File: src/rtl/ifid_skid_buffer_pkg.sv
// Shared definitions for the fetch-to-decode buffer: field widths, opcodes, buffer state encoding.
package ifid_skid_buffer_pkg;

    localparam int unsigned INSTR_W = 16;
    localparam int unsigned PC_W    = 16;
    localparam int unsigned OP_W    = 3;
    localparam int unsigned IMM_W   = 13;

    localparam logic [OP_W-1:0] OP_ADD  = 3'b000;
    localparam logic [OP_W-1:0] OP_ADDI = 3'b001;
    localparam logic [OP_W-1:0] OP_NAND = 3'b010;
    localparam logic [OP_W-1:0] OP_LUI  = 3'b011;
    localparam logic [OP_W-1:0] OP_SW   = 3'b100;
    localparam logic [OP_W-1:0] OP_LW   = 3'b101;
    localparam logic [OP_W-1:0] OP_BEQ  = 3'b110;
    localparam logic [OP_W-1:0] OP_JALR = 3'b111;

    // Encoding doubles as the occupancy count.
    typedef enum logic [1:0] {
        EMPTY = 2'd0,
        ONE   = 2'd1,
        FULL  = 2'd2
    } ifid_state_e;

endpackage

File: src/rtl/ifid_skid_buffer_if.sv
// Fetch-side and decode-side handshake bundle of the IF/ID buffer.
interface ifid_skid_buffer_if;
    import ifid_skid_buffer_pkg::*;

    logic               in_valid;
    logic               in_ready;
    logic [INSTR_W-1:0] in_instr;
    logic [PC_W-1:0]    in_pc;
    logic               flush;
    logic               out_valid;
    logic               out_ready;
    logic [INSTR_W-1:0] out_instr;
    logic [OP_W-1:0]    out_opcode;
    logic [IMM_W-1:0]   out_imm;
    logic [PC_W-1:0]    out_pc;
    logic [1:0]         occupancy;

    modport slave (
        input  in_valid, in_instr, in_pc, flush, out_ready,
        output in_ready, out_valid, out_instr, out_opcode, out_imm, out_pc, occupancy
    );

    modport master (
        output in_valid, in_instr, in_pc, flush, out_ready,
        input  in_ready, out_valid, out_instr, out_opcode, out_imm, out_pc, occupancy
    );

endinterface

File: src/rtl/ifid_entry_reg.sv
// One buffer slot: an {instr, pc} register with load enable and asynchronous clear.
module ifid_entry_reg
    import ifid_skid_buffer_pkg::*;
(
    input  logic               clk,
    input  logic               reset,
    input  logic               load,
    input  logic [INSTR_W-1:0] d_instr,
    input  logic [PC_W-1:0]    d_pc,
    output logic [INSTR_W-1:0] q_instr,
    output logic [PC_W-1:0]    q_pc
);

    always_ff @(posedge clk or posedge reset) begin
        if (reset) begin
            q_instr <= '0;
            q_pc    <= '0;
        end else if (load) begin
            q_instr <= d_instr;
            q_pc    <= d_pc;
        end
    end

endmodule

File: src/rtl/ifid_skid_buffer.sv
// Two-entry IF/ID skid buffer; head register drives decode directly, in_ready is registered-only.
module ifid_skid_buffer
    import ifid_skid_buffer_pkg::*;
(
    input  logic               clk,
    input  logic               reset,
    ifid_skid_buffer_if.slave  bus
);

    ifid_state_e        state_q, state_d;
    logic               push, pop;
    logic               head_load, tail_load, head_from_tail;
    logic [INSTR_W-1:0] head_instr, tail_instr, head_d_instr;
    logic [PC_W-1:0]    head_pc, tail_pc, head_d_pc;

    assign bus.in_ready  = (state_q != FULL);
    assign bus.out_valid = (state_q != EMPTY);
    assign bus.occupancy = state_q;

    assign push = bus.in_valid & bus.in_ready;
    assign pop  = bus.out_valid & bus.out_ready;

    always_ff @(posedge clk or posedge reset) begin
        if (reset) state_q <= EMPTY;
        else       state_q <= state_d;
    end

    // Flush wins over push/pop; held registers keep their contents so outputs hold.
    always_comb begin
        state_d        = state_q;
        head_load      = 1'b0;
        tail_load      = 1'b0;
        head_from_tail = 1'b0;
        if (bus.flush) begin
            state_d = EMPTY;
        end else begin
            case (state_q)
                EMPTY: begin
                    if (push) begin
                        head_load = 1'b1;
                        state_d   = ONE;
                    end
                end
                ONE: begin
                    if (push && pop) begin
                        head_load = 1'b1;
                    end else if (push) begin
                        tail_load = 1'b1;
                        state_d   = FULL;
                    end else if (pop) begin
                        state_d = EMPTY;
                    end
                end
                FULL: begin
                    if (pop) begin
                        head_load      = 1'b1;
                        head_from_tail = 1'b1;
                        state_d        = ONE;
                    end
                end
                default: state_d = EMPTY;
            endcase
        end
    end

    assign head_d_instr = head_from_tail ? tail_instr : bus.in_instr;
    assign head_d_pc    = head_from_tail ? tail_pc    : bus.in_pc;

    ifid_entry_reg u_head (
        .clk     (clk),
        .reset   (reset),
        .load    (head_load),
        .d_instr (head_d_instr),
        .d_pc    (head_d_pc),
        .q_instr (head_instr),
        .q_pc    (head_pc)
    );

    ifid_entry_reg u_tail (
        .clk     (clk),
        .reset   (reset),
        .load    (tail_load),
        .d_instr (bus.in_instr),
        .d_pc    (bus.in_pc),
        .q_instr (tail_instr),
        .q_pc    (tail_pc)
    );

    assign bus.out_instr  = head_instr;
    assign bus.out_pc     = head_pc;
    assign bus.out_opcode = head_instr[INSTR_W-1 -: OP_W];
    assign bus.out_imm    = head_instr[IMM_W-1:0];

endmodule

File: src/flat_wrapper.sv
// flat-port wrapper written by rule: the top's interface ports become plain ports
module ifid_skid_buffer_flat import ifid_skid_buffer_pkg::*;
  (clk, reset, bus_in_valid, bus_in_instr, bus_in_pc, bus_flush, bus_out_ready, bus_in_ready, bus_out_valid, bus_out_instr, bus_out_opcode, bus_out_imm, bus_out_pc, bus_occupancy);
  ifid_skid_buffer_if bus_i ();
  input  logic clk;
  input  logic reset;
  input wire logic [$bits(bus_i.in_valid)-1:0] bus_in_valid;
  input wire logic [$bits(bus_i.in_instr)-1:0] bus_in_instr;
  input wire logic [$bits(bus_i.in_pc)-1:0] bus_in_pc;
  input wire logic [$bits(bus_i.flush)-1:0] bus_flush;
  input wire logic [$bits(bus_i.out_ready)-1:0] bus_out_ready;
  output wire logic [$bits(bus_i.in_ready)-1:0] bus_in_ready;
  output wire logic [$bits(bus_i.out_valid)-1:0] bus_out_valid;
  output wire logic [$bits(bus_i.out_instr)-1:0] bus_out_instr;
  output wire logic [$bits(bus_i.out_opcode)-1:0] bus_out_opcode;
  output wire logic [$bits(bus_i.out_imm)-1:0] bus_out_imm;
  output wire logic [$bits(bus_i.out_pc)-1:0] bus_out_pc;
  output wire logic [$bits(bus_i.occupancy)-1:0] bus_occupancy;
  assign bus_i.in_valid = bus_in_valid;
  assign bus_i.in_instr = bus_in_instr;
  assign bus_i.in_pc = bus_in_pc;
  assign bus_i.flush = bus_flush;
  assign bus_i.out_ready = bus_out_ready;
  assign bus_in_ready = bus_i.in_ready;
  assign bus_out_valid = bus_i.out_valid;
  assign bus_out_instr = bus_i.out_instr;
  assign bus_out_opcode = bus_i.out_opcode;
  assign bus_out_imm = bus_i.out_imm;
  assign bus_out_pc = bus_i.out_pc;
  assign bus_occupancy = bus_i.occupancy;
  ifid_skid_buffer u_core (.clk(clk), .reset(reset), .bus(bus_i));
endmodule
File: config.mk
export PLATFORM = sky130hd
export DESIGN_NAME = ifid_skid_buffer_flat
export DESIGN_NICKNAME = d
export VERILOG_FILES = /design/src/rtl/ifid_skid_buffer_pkg.sv /design/src/rtl/ifid_skid_buffer_if.sv /design/src/rtl/ifid_entry_reg.sv /design/src/rtl/ifid_skid_buffer.sv /design/src/flat_wrapper.sv
export SDC_FILE = /design/constraint.sdc
export NUM_CORES = 1
export LEC_CHECK = 0
export BUFFER_PORTS_ARGS = -buffer_cell sky130_fd_sc_hd__buf_2
export CAP_MARGIN = 20
export CELL_PAD_IN_SITES_DETAIL_PLACEMENT = 2
export CELL_PAD_IN_SITES_GLOBAL_PLACEMENT = 2
export CORE_MARGIN = 5
export CORE_UTILIZATION = 36
export DETAILED_ROUTE_END_ITERATION = 12
export PLACE_DENSITY_LB_ADDON = 0.1
export SLEW_MARGIN = 20
export SYNTH_ARGS = -nofsm -noshare
export SYNTH_HDL_FRONTEND = slang
export SYNTH_SLANG_ARGS = --single-unit
File: constraint.sdc
create_clock -name clk -period 2.45 [get_ports clk]
set_input_delay 0.3675 -clock clk [delete_from_list [all_inputs] [get_ports clk]]
set_output_delay 0.3675 -clock clk [all_outputs]
set_load 0.02 [all_outputs]
==> results.rst <==
.. list-table::
   :header-rows: 1

   * - Metric
     - Value
   * - Largest net degree at the start of global routing
     - 29
   * - Worst Setup End Kind
     - register
   * - Portion of synthesized cell area occupied by the leading cell type
     - 50.2%
   * - Detail-routed net length per standard cell
     - 17.4 um
   * - Number of warning messages in the yosys log
     - 0
   * - Reg-to-reg slack, setup
     - 0.44 ns
   * - Family with the most delay on the worst path
     - multiplexers
   * - Summed instance area of the synthesized netlist
     - 3290 um^2
   * - Starting utilization of the core area
     - 37.4%
   * - Cell at the slowest stage of the critical path
     - sky130_fd_sc_hd__dfrtp_1
   * - Arrival time at the worst endpoint
     - 2.23 ns
   * - Detailed-route DRC error count
     - 0
   * - Critical Path Start Type
     - register
   * - Drt initial violations
     - 20
   * - Switching share of total power
     - 30.8%
   * - Shortest clock period the worst path allows after layout
     - 2.01 ns
   * - Leakage Power
     - 0.00194 uW
   * - Number of levels the H-tree was split into
     - 3
   * - Sequential fraction of the synthesis area
     - 50.2%
   * - Top Usage Layer GRT
     - met2
   * - Worst slew margin
     - 57.1%
   * - Final Wtd Congestion
     - 0.668
   * - Antenna violations before repair
     - 0
   * - NumNets Final
     - 324
   * - Number of buffers inserted for hold repair after clock tree synthesis
     - 0
   * - Async SR Flop Fraction
     - 100%
   * - Crit-path max FO
     - 16
   * - Global-route track usage on met1
     - 16.3%
   * - IO Port Bufs
     - 88
   * - Number of storage elements in the synthesis netlist
     - 66
   * - Half-perimeter wire length after detailed placement
     - 5.11 mm
   * - Worst-Skew Late Latency
     - 0.33 ns
   * - Highest-count cells in the layout ignoring fill and taps
     - sky130_fd_sc_hd__buf_2, sky130_fd_sc_hd__dfrtp_1, sky130_fd_sc_hd__mux2_4, sky130_fd_sc_hd__mux2_2, sky130_fd_sc_hd__clkbuf_8
   * - Setup TNS Final
     - 0 ns
   * - Number of placed cells counting well taps
     - 383
   * - Register clock-pin slew on the reported worst setup and hold paths
     - 0.07 ns
   * - Overflow left after global routing
     - 0
   * - Leading cell type in the layout, fill and taps excluded
     - sky130_fd_sc_hd__buf_2
   * - Largest buffer count on any clock path
     - 2
   * - Wire length of the first global-routing pass
     - 11.6 mm
   * - Final Skew
     - 0.00661 ns
   * - Met2 layer usage reported by global route
     - 21.9%
   * - Clk sink count
     - 66
   * - Number of iterations in the first detailed-routing pass
     - 4
   * - Count of unique library cells instantiated by Yosys
     - 21
   * - Cell taking the most area after synthesis
     - sky130_fd_sc_hd__dfrtp_1
   * - Total design power
     - 3300 uW
   * - Combined global-route utilization of all metal layers
     - 13.3%
   * - Mean cell area of the mapped netlist
     - 16.1 um^2
   * - Finished layout cell area
     - 3980 um^2
   * - Ports placed on the boundary
     - 89
   * - Chip height
     - 106 um
   * - Share of the cycle needed by the critical path after routing
     - 82.1%
   * - Post-synth top flop
     - sky130_fd_sc_hd__dfrtp_1
   * - CTS tree
     - yes
   * - Post-cts resize count
     - 0
   * - Post-route ant nets
     - 0
   * - Max rail drop VDD
     - 0.303 mV
   * - Worst stage delay on the critical path
     - 0.41 ns
   * - RSZ-0062 raised after global routing
     - false
   * - Signed area change from the synthesized netlist to the final layout
     - 20.8%
   * - Final number of hold-violating endpoints
     - 0
   * - Fill cells
     - 882
   * - Setup slack after placement
     - 0.0866 ns
   * - Setup WS post-layout
     - 0.440 ns
   * - Combinational Power Share
     - 27.6%
   * - Worst Tran Pin Value
     - 0.643 ns
   * - Net switching power
     - 1020 uW
   * - Vias in the first global route
     - 2150
   * - Cell Pwr Density
     - 831 nW/um^2
   * - Worst Path Buf+Inv
     - 2
   * - Number of cell rows
     - 34
   * - Die footprint
     - 11200 um^2
   * - Number of instances in the synthesized netlist
     - 205
   * - Die Wd
     - 106 um
   * - Path type of the worst min-delay path
     - input pin to asynchronous set/reset pin
   * - Count of non-filler cells in the finished layout
     - 400
   * - Relative contribution of sequential cells to total power
     - 45.5%
   * - Internal power
     - 2290 uW
   * - Run status
     - finished, final reports clean
   * - Area after detailed placement
     - 3780 um^2
   * - Post-CTS setup buffers
     - 0
   * - Core area
     - 8810 um^2
   * - Inserted Diodes
     - 0
   * - Number of nets produced by synthesis
     - 242
   * - Most area-consuming cells after synthesis
     - sky130_fd_sc_hd__dfrtp_1, sky130_fd_sc_hd__mux2_4, sky130_fd_sc_hd__mux2_2
   * - Max Clk Rate
     - 497 MHz
   * - Fraction of met3 tracks used by global routing
     - 5.32%
   * - Root Driver
     - sky130_fd_sc_hd__clkbuf_8
   * - Number of buffers created by CTS
     - 9
   * - Vias after detailed routing
     - 1919
   * - Cells along the critical path
     - buf_4 > nor4bb_4 > buf_4 > mux2_2 > mux2_2
   * - Maxcap violations
     - 0
   * - Share of post-route cells with drive strength above 1
     - 73.3%
   * - Setup CP Type
     - register to register
   * - Final Slew Violations
     - 0
   * - Final WL
     - 6.97 mm
   * - Number of enable-type register cells in the synthesized netlist
     - 0
   * - Detail-routed via count per cell
     - 4.80
   * - Clk network pwr share
     - 26.9%
   * - Required time of the critical path
     - 2.67 ns
   * - Number of failing setup endpoints in the final timing report
     - 0
[final timing paths]
path                                      startpoint                         to  depth (start not counted)
hold reg to reg            u_core.u_tail.q_instr[13]  u_core.u_tail.q_instr[13]                          1
setup reg to reg             u_core.bus.occupancy[0]  u_core.u_head.q_instr[13]                          5
min in group clk                       bus_in_pc[13]     u_core.u_tail.q_pc[13]                          2
setup / recovery             u_core.bus.occupancy[0]  u_core.u_head.q_instr[13]                          5
hold / removal                                 reset      u_core.u_head.q_pc[0]                          2
max in group asynchronous                      reset   u_core.u_tail.q_instr[8]                          3
[worst reg2reg max path, cell delays in order (launching register included)]
cell                       delay, ns
sky130_fd_sc_hd__dfrtp_1        0.41
sky130_fd_sc_hd__buf_4          0.18
sky130_fd_sc_hd__nor4bb_4       0.31
sky130_fd_sc_hd__buf_4          0.36
sky130_fd_sc_hd__mux2_2         0.38
sky130_fd_sc_hd__mux2_2         0.26
[power by group through the flow]
stage               registers [uW]  logic (uW)  clock network [uW]
global route                  1540         971                 992
detailed placement            1530         928                   0
CTS                           1510         929                 922
finish                        1500         911                 889
floorplan                     1630         570                   0
global placement              1510         900                   0
[cell type report]
class | instances | area [um^2] | area share (%)
timing repair buffer | 97 | 549 | 13.8
clock buffer | 11 | 131 | 3.31
tap | 108 | 135 | 3.40
inverter | 1 | 3.75 | 0.0944
clock inverter | 5 | 55.1 | 1.38
multi-input combinational | 112 | 1450 | 36.4
sequential | 66 | 1650 | 41.5
[cell usage after synthesis, drive strengths merged, types with 2 or more instances]
| cell type | count |
|---|---|
| mux2 | 96 |
| dfrtp | 66 |
| buf | 26 |
| nand2 | 2 |
| nor2 | 2 |
[cells by family after synthesis]
family	after synthesis	share of synthesized area (%)
multiplexers	97	40.0
flip-flops	66	50.2
buffers and inverters	27	6.42
AND/OR/NAND/NOR	11	2.09
AO/OA/AOI/OAI	4	1.33
[sequential cells by signal, summed over array words and instances, names as in the netlist]
signal / cells
u_core.bus.occupancy: 2
u_core.u_head.q_instr: 16
u_core.u_head.q_pc: 16
u_core.u_tail.q_instr: 16
u_core.u_tail.q_pc: 16
[per-stage QoR]
stage               utilization [%]  hold WS (ns)
floorplan                         -         0.474
global placement               42.9         0.483
detailed placement             42.9         0.495
CTS                            45.0         0.122
global route                   45.1         0.142
finish                         45.1         0.111
[metal layers]
metal | wire length [um] | part of all wire, %
met1 | 2950 | 42
met4 | 61 | 0.88
met5 | 0 | 0
met3 | 360 | 5.2
met2 | 3590 | 52
(Power assumes the default switching activity.)
